[config.mk]
export PLATFORM = sky130hd
export DESIGN_NAME = traffic_ctrl_multi
export DESIGN_NICKNAME = d
export VERILOG_FILES = /design/src/rtl/traffic_pkg.sv /design/src/rtl/tick_prescaler.sv /design/src/rtl/traffic_ctrl_multi.sv
export SDC_FILE = /design/constraint.sdc
export NUM_CORES = 1
export LEC_CHECK = 0
export BUFFER_PORTS_ARGS = -buffer_cell sky130_fd_sc_hd__buf_4
export CORE_ASPECT_RATIO = 1.4
export CORE_UTILIZATION = 40
export DETAILED_ROUTE_END_ITERATION = 8
export PLACE_DENSITY_LB_ADDON = 0.08
export SLEW_MARGIN = 20
export SYNTH_ARGS = -nofsm -noshare
export SYNTH_HDL_FRONTEND = slang
export SYNTH_SLANG_ARGS = --single-unit
[constraint.sdc]
create_clock -name clk -period 3.3 [get_ports clk]
set_input_delay 0.33 -clock clk [delete_from_list [all_inputs] [get_ports clk]]
set_output_delay 0.33 -clock clk [all_outputs]
set_load 0.05 [all_outputs]
[src/rtl/traffic_pkg.sv]
// Shared phase encoding, lamp patterns and the round-robin approach search
// used by the multi-approach traffic controller.
package traffic_pkg;

  typedef enum logic [1:0] {
    PH_ALLRED = 2'd0,
    PH_GREEN  = 2'd1,
    PH_YELLOW = 2'd2,
    PH_WALK   = 2'd3
  } phase_e;

  localparam logic [2:0] LAMP_RED = 3'b100;
  localparam logic [2:0] LAMP_YEL = 3'b010;
  localparam logic [2:0] LAMP_GRN = 3'b001;

  localparam int MAX_DIR = 8;

  // First requesting approach after cur (wrapping at n); plain cycling when none request.
  function automatic logic [2:0] next_dir(input logic [MAX_DIR-1:0] req,
                                          input logic [2:0]         cur,
                                          input int                 n);
    logic [2:0] idx;
    logic       found;
    idx      = cur;
    found    = 1'b0;
    next_dir = (cur == 3'(n - 1)) ? 3'd0 : cur + 3'd1;
    for (int k = 0; k < MAX_DIR; k++) begin
      if (k < n) begin
        idx = (idx == 3'(n - 1)) ? 3'd0 : idx + 3'd1;
        if (!found && req[idx]) begin
          next_dir = idx;
          found    = 1'b1;
        end
      end
    end
  endfunction

endpackage

[src/rtl/tick_prescaler.sv]
// Divides clk into a one-cycle timing tick every DIV cycles (DIV=1: every cycle).
module tick_prescaler #(
  parameter int DIV = 1
) (
  input  logic clk,
  input  logic clr,
  output logic tick
);

  localparam int CW = (DIV > 1) ? $clog2(DIV) : 1;

  logic [CW-1:0] cnt_q, cnt_d;

  assign tick = (cnt_q == CW'(DIV - 1));

  always_comb begin
    cnt_d = tick ? '0 : cnt_q + 1'b1;
  end

  always_ff @(posedge clk or negedge clr) begin
    if (!clr) cnt_q <= '0;
    else      cnt_q <= cnt_d;
  end

endmodule

[src/rtl/traffic_ctrl_multi.sv]
// N-approach round-robin traffic controller with sensor hold/skip and tick timers.
// Define TRAFFIC_PED_WALK_EN to add the pedestrian WALK phase (ped_req / walk ports).
module traffic_ctrl_multi
  import traffic_pkg::*;
#(
  parameter int NUM_DIR      = 2,
  parameter int TICK_DIV     = 1,
  parameter int GREEN_TICKS  = 4,
  parameter int YELLOW_TICKS = 2,
  parameter int ALLRED_TICKS = 1,
  parameter int WALK_TICKS   = 3
) (
  input  logic                       clk,
  input  logic                       clr,
  input  logic [NUM_DIR-1:0]         req,
`ifdef TRAFFIC_PED_WALK_EN
  input  logic                       ped_req,
  output logic                       walk,
`endif
  output logic [3*NUM_DIR-1:0]       lights,
  output logic [$clog2(NUM_DIR)-1:0] active_dir,
  output logic [1:0]                 phase
);

  localparam int DW = $clog2(NUM_DIR);
  localparam int TW = 16;

  phase_e               state_q, state_d;
  logic [TW-1:0]        timer_q, timer_d;
  logic [DW-1:0]        dir_q, dir_d;
  logic [3*NUM_DIR-1:0] lights_q, lights_d;
  logic [NUM_DIR-1:0]   dir_mask;
  logic [MAX_DIR-1:0]   req_ext;
  logic [DW-1:0]        sel_dir;
  logic                 tick, phase_end, hold, go_walk;

  tick_prescaler #(.DIV(TICK_DIV)) u_prescaler (
    .clk  (clk),
    .clr  (clr),
    .tick (tick)
  );

  assign req_ext   = MAX_DIR'(req);
  assign sel_dir   = DW'(next_dir(req_ext, 3'(dir_q), NUM_DIR));
  assign phase_end = tick && (timer_q == '0);
  // Green is held only while the owner is the sole requester.
  assign hold      = (|(req & dir_mask)) && !(|(req & ~dir_mask));

  for (genvar gi = 0; gi < NUM_DIR; gi++) begin : g_dir
    assign dir_mask[gi] = (dir_q == DW'(gi));
    assign lights_d[3*gi +: 3] = (dir_d != DW'(gi))     ? LAMP_RED :
                                 (state_d == PH_GREEN)  ? LAMP_GRN :
                                 (state_d == PH_YELLOW) ? LAMP_YEL : LAMP_RED;
  end

`ifdef TRAFFIC_PED_WALK_EN
  logic pend_q, pend_d, walk_q, walk_d;

  assign go_walk = pend_q;
  assign walk_d  = (state_d == PH_WALK);
  assign walk    = walk_q;

  always_comb begin
    pend_d = pend_q | ped_req;
    if (phase_end && (state_q == PH_ALLRED) && pend_q) pend_d = ped_req;
  end
`else
  assign go_walk = 1'b0;
`endif

  always_comb begin
    state_d = state_q;
    timer_d = timer_q;
    dir_d   = dir_q;
    if (tick && (timer_q != '0)) timer_d = timer_q - 1'b1;
    if (phase_end) begin
      unique case (state_q)
        PH_ALLRED: begin
          if (go_walk) begin
            state_d = PH_WALK;
            timer_d = TW'(WALK_TICKS - 1);
          end else begin
            state_d = PH_GREEN;
            timer_d = TW'(GREEN_TICKS - 1);
            dir_d   = sel_dir;
          end
        end
        PH_WALK: begin
          state_d = PH_GREEN;
          timer_d = TW'(GREEN_TICKS - 1);
          dir_d   = sel_dir;
        end
        PH_GREEN: begin
          if (hold) begin
            timer_d = TW'(GREEN_TICKS - 1);
          end else begin
            state_d = PH_YELLOW;
            timer_d = TW'(YELLOW_TICKS - 1);
          end
        end
        PH_YELLOW: begin
          state_d = PH_ALLRED;
          timer_d = TW'(ALLRED_TICKS - 1);
        end
      endcase
    end
  end

  always_ff @(posedge clk or negedge clr) begin
    if (!clr) begin
      state_q  <= PH_ALLRED;
      timer_q  <= TW'(ALLRED_TICKS - 1);
      dir_q    <= DW'(NUM_DIR - 1);
      lights_q <= {NUM_DIR{LAMP_RED}};
`ifdef TRAFFIC_PED_WALK_EN
      pend_q   <= 1'b0;
      walk_q   <= 1'b0;
`endif
    end else begin
      state_q  <= state_d;
      timer_q  <= timer_d;
      dir_q    <= dir_d;
      lights_q <= lights_d;
`ifdef TRAFFIC_PED_WALK_EN
      pend_q   <= pend_d;
      walk_q   <= walk_d;
`endif
    end
  end

  assign lights     = lights_q;
  assign active_dir = dir_q;
  assign phase      = state_q;

endmodule

# --- Word level (Yosys, flattened, before mapping) ---
# Index checks and enable logic that the tools add are counted.
classes:
  n_addsub: 4
  n_lt_le_gt_ge: 2
  eq_ne: 6
  muxes: 22
  n_bitwise: 5
  reduce_logical: 13
ops:
  columns: ["cell", "count"]
  rows:
  - ["$pmux 16 s3", 1]
  - ["$mux 16", 2]
  - ["$logic_not 16->1", 1]
  - ["$reduce_bool 16->1", 1]
  - ["$sub 16x1->16 const B", 1]
  - ["$mux 3", 5]
  - ["$mux 2", 4]
  - ["$mux 1", 7]
  - ["$bmux 1 s3", 2]
  - ["$eq 2x1->1 const B", 3]
  - ["$eq 2x2->1 const B", 3]
  - ["$pmux 2 s3", 1]
  - ["$reduce_or 2->1", 3]
  - ["$and 2x2->2", 2]
  - ["$logic_and 1x1->1", 4]
  - ["$lt 2x4->1 const B", 1]
  - ["$lt 3x4->1 const B", 1]
  - ["$add 2x1->3 const B", 1]
  - ["$add 1x1->2 const B", 1]
  - ["$logic_not 1->1", 2]
  - ["$logic_not 2->1", 1]
  - ["$not 1->1", 2]
  - ["$not 2->2", 1]
  - ["$reduce_bool 2->1", 1]
  - ["$add 1x1->1 const B", 1]
word_totals:
  ff_bits: 26
  in_bits: 4
  output_inout_bits: 9
  elab_cells: 57

# --- Depth between registers and ports, before layout ---
logic_depth:
  depth_word: 13
  depth_mapped: 10
  ltp_nobuf: 9

# --- Cells and area by module ---
# Synthesis repeated with hierarchy kept, for this count alone.
unflattened:
  hier_cells: 139
  area_unflattened_um2: 1413.9
by_module_without_submodules:
  columns: ["module", "instances", "cells_per_inst", "area_each_um2", "seq_area_each_um2"]
  rows:
  - ["traffic_ctrl_multi", 1, 137, 1402.6, 629.4]
  - ["tick_prescaler", 1, 2, 11.3, 0.0]

# --- Worst setup path before layout ---
# No wires, ideal clock.
synth_timing:
  path_type: "register to register"
  from: "register dir_q (netlist: active_dir)"
  to: "register lights_q[5] (netlist: lights[5])"
  setup_ps: 84
  arrival_ps: 2094
  path_slack_ps: 1122
  path_stages_with_launch: 9
  n_path_buf: 1
  period_less_slack_ps: 2178
  path_cell_list: "dfstp_2 -> clkbuf_1 -> nor2_1 -> a21oi_1 -> o21ai_1 -> a22oi_1 -> ha_1 -> nor2b_1 -> mux2i_1"
synth_between:
  elab_chain_len: 13
synth_rtl:
  columns: ["item", "line", "source"]
  rows:
  - ["from (decl)", "traffic_ctrl_multi.sv:30", "logic [DW-1:0] dir_q, dir_d;"]
  - ["from (signal assigned)", "traffic_ctrl_multi.sv:113", "dir_q <= DW'(NUM_DIR - 1);"]
  - ["from (signal assigned)", "traffic_ctrl_multi.sv:122", "dir_q <= dir_d;"]
  - ["parallel branches: the longest is 12 deep, another holds $add 2x1->3", null, null]
  - ["$mux 3 *", "traffic_ctrl_multi.sv:51", "assign lights_d[3*gi +: 3] = (dir_d != DW'(gi)) ? LAMP_RED :"]
  - ["net lights_d[5]", "traffic_ctrl_multi.sv:31", "logic [3*NUM_DIR-1:0] lights_q, lights_d;"]
  - ["to (signal assigned)", "traffic_ctrl_multi.sv:114", "lights_q <= {NUM_DIR{LAMP_RED}};"]
  - ["to (signal assigned)", "traffic_ctrl_multi.sv:123", "lights_q <= lights_d;"]
  - ["to (decl)", "traffic_ctrl_multi.sv:31", null]
# Mark *: on every way through the listed nets, which the timed path passes. The select of a mux whose other input is x is not followed.
# A chain may end at the register's enable or synchronous reset.

# --- Worst setup path in the final report ---
layout_timing:
  from: "register timer_q[0]"
  to: "register lights_q[2] (netlist: lights[2])"
layout_between:
  elab_chain_len: 7
layout_rtl:
  columns: ["item", "line", "source"]
  rows:
  - ["from (decl)", "traffic_ctrl_multi.sv:29", "logic [TW-1:0] timer_q, timer_d;"]
  - ["from (signal assigned)", "traffic_ctrl_multi.sv:112", "timer_q <= TW'(ALLRED_TICKS - 1);"]
  - ["from (signal assigned)", "traffic_ctrl_multi.sv:121", "timer_q <= timer_d;"]
  - ["$logic_not 16->1 *", "traffic_ctrl_multi.sv:45", "assign phase_end = tick && (timer_q == '0);"]
  - ["$logic_and 1x1->1 *", "traffic_ctrl_multi.sv:45", null]
  - ["$mux 2", "traffic_ctrl_multi.sv:76", "if (phase_end) begin"]
  - ["$eq 2x2->1", "traffic_ctrl_multi.sv:53", "(state_d == PH_YELLOW) ? LAMP_YEL : LAMP_RED;"]
  - ["$mux 3", "traffic_ctrl_multi.sv:53", null]
  - ["$mux 3", "traffic_ctrl_multi.sv:52", "(state_d == PH_GREEN) ? LAMP_GRN :"]
  - ["$mux 3 *", "traffic_ctrl_multi.sv:51", null]
  - ["net lights_d[2]", "traffic_ctrl_multi.sv:31", null]
# The timed path passes the listed nets; every way through them passes the cells marked *.

==> impl_metrics.tcl <==
set metrics [dict create \
    status "completed" \
    syn_nets 135 \
    critPathKind "flip-flop to flip-flop" \
    synthArstFlopShare 1.00 \
    rows 24 \
    synth-main-ff-cell "dfrtp_1" \
    max_freq_mhz 392 \
    vias 927 \
    dp_cells 174 \
    cts_setup_buffers 0 \
    wirelength_um 2530 \
    cts_buffers 3 \
    grt_max_degree 26 \
    use_met2 0.295 \
    clock_sinks 25 \
    ys_warn_count 0 \
    worstPathArrival_ns 2.75 \
    yosysTopAreaCell "dfrtp_1" \
    synth-seq-cells 25 \
    wl_per_cell_um 14.1 \
    fin_cells 179 \
    yosysMostFrequentCell "dfrtp_1" \
    die_w_um 50.5 \
    end_kind "flip-flop" \
    synthCells 126 \
    p_leak_nw 0.681 \
    io_buffers 12 \
    antenna_found_initial 0 \
    clk_path_buf_depth 2 \
    busiest_layer "met2" \
    drc_errors 0 \
    cts_resized 0 \
    rsz0062_at_grt "no" \
    die-area_mm2 0.00353 \
    peakVddDrop_uv 429 \
    nNetsFinal 150 \
    synth_edf_count 0 \
    finalSetupViolCount 0 \
    start_util 0.421 \
    htree_levels 1 \
    period_share 0.773 \
    relSlewSlack 0.676 \
    drive_gt1_frac 0.200 \
    cp.required_ns 3.50 \
    hp-class "input port to asynchronous set/reset pin" \
    via_per_inst 5.18 \
    synthesis.area_mm2 0.00132 \
    tightestPinTransition_ns 0.482 \
    post_dp_cell_area_mm2 0.00144 \
    root_buffer "clkbuf_8" \
    max-cap-violations 0 \
    clkLatencyLatePin_ns 0.27 \
    drtAntennaViolNets 0 \
    whs_ns 0.494 \
    use_met3 0.0218 \
    path_clk_slew_ns 0.09 \
    utilization 0.480 \
    postCtsHoldBufs 1 \
    setup_ws_ns 0.749 \
    start_kind "flip-flop" \
    met1_usage 0.191 \
    ios 13 \
    synth_commonest_cells "22 x dfrtp_1, 18 x nor2_1, 8 x a21oi_1, 8 x nand2_1, 7 x mux2i_1" \
    dieHeight_um 69.9 \
    first_pass_iters 4 \
    hpwlAfterDp_um 1820 \
    ys_types 37 \
    path_max_fanout 8 \
    post-place-ws_ns 0.881 \
    cts_tree "done" \
    core_area_mm2 0.00312 \
    yosysSeqAreaShare 0.478 \
    fin_skew_ns 0.00659 \
    fin_crit_ns 2.55 \
    grt_pass1_wl_um 4500 \
    antennaDiodeCount 0 \
    final-hold-violation-count 0 \
    finalPower_mw 1.51 \
    synth_top_area_share 0.418 \
    grt_pass1_vias 1027 \
    grt-ovfl-total 0 \
    powerDensity_mw_per_mm2 1010 \
    track_usage 0.167 \
    avgSynthCellArea_um2 10.4 \
    setup_tns_ns 0 \
    drt-initial-drc-count 33 \
    area_delta_synth_final_pct 13.8 \
    final_max_slew_viol_count 0 \
    design_area_mm2 0.00150 \
    gp_congestion 0.730 \
    yosys-top-cells-area "dfrtp_1 42%, dfstp_2 6.0%, mux2i_1 5.3%" \
]
metal layers:
metal | share of wire | vias to the layer above
met2 | 0.55 | 13
met4 | 0.016 | 0
li1 | - | 457
met1 | 0.42 | 453
met5 | 0 | -
met3 | 0.019 | 4
flip-flops by register name, summed over array words and instances, names as in the netlist:
signal      cells
active_dir      1
lights          6
phase           2
timer_q        16
final timing paths:
kind	cells after the start	to	slack (ns)	start
setup / recovery	9	lights[2]	0.75	timer_q[0]
hold / removal	2	timer_q[9]	0.49	clr
setup reg to reg	9	lights[2]	0.75	timer_q[0]
hold reg to reg	1	active_dir	0.55	active_dir
max in group asynchronous	2	lights[2]	2.51	clr
min in group clk	4	active_dir	0.52	req[0]
power by group:
| part | switching, mW | internal, mW |
|---|---|---|
| clock | 0.0978 | 0.0854 |
| combinational | 0.434 | 0.282 |
| sequential | 0.155 | 0.453 |
| total | 0.686 | 0.820 |
cells in the final DEF, fill, tap and decap left out:
cell           count
and4_1             1
xnor2_1            4
o31ai_1            1
or4_4              1
a21o_1             1
ha_1               5
buf_4             13
and3b_1            1
and2_1             1
nand3_1            3
nor3_1             4
nand3_4            1
mux2i_1            7
nor4b_2            1
nand4b_1           1
dlygate4sd3_1      1
o21ai_0            1
o21ai_1            1
nand4_1            2
a21oi_1            8
a31o_2             1
xor2_1             6
nand2b_1           4
dfstp_2            3
nor4_4             1
mux2_2             2
dfrtp_1           22
nor4_2             1
a22o_1             1
nor2b_1            2
inv_1              6
or3_1              1
nor4b_1            1
clkinvlp_4         1
nand2_1            8
clkbuf_8           3
nor2_1            18
a22oi_1            1
logic make-up after synthesis:
| group | share of synthesized area |
|---|---|
| buf+inv | 0.0352 |
| mux | 0.0703 |
| flops | 0.478 |
| simple gates | 0.234 |
| compound gates | 0.0684 |
| xor+xnor | 0.0665 |
| fa+ha+maj | 0.0475 |
layout make-up:
cell class | instances | area (um^2)
Multi-Input combinational cell | 91 | 641
Clock inverter | 1 | 7.51
Tap cell | 39 | 48.8
Inverter | 6 | 22.5
Clock buffer | 3 | 41.3
Fill cell | 313 | 1630
Sequential cell | 25 | 629
Timing Repair Buffer | 14 | 108
critical path: stages (launching register included):
cell and delay [ns]:
dfrtp_1 0.42, inv_1 0.09, ha_1 0.28, nor4b_1 0.32, and4_1 0.45, o21ai_1 0.14, a22oi_1 0.25, ha_1 0.28
nor2b_1 0.15, mux2i_1 0.10
No activity file was read; power rests on OpenSTA's default activity.
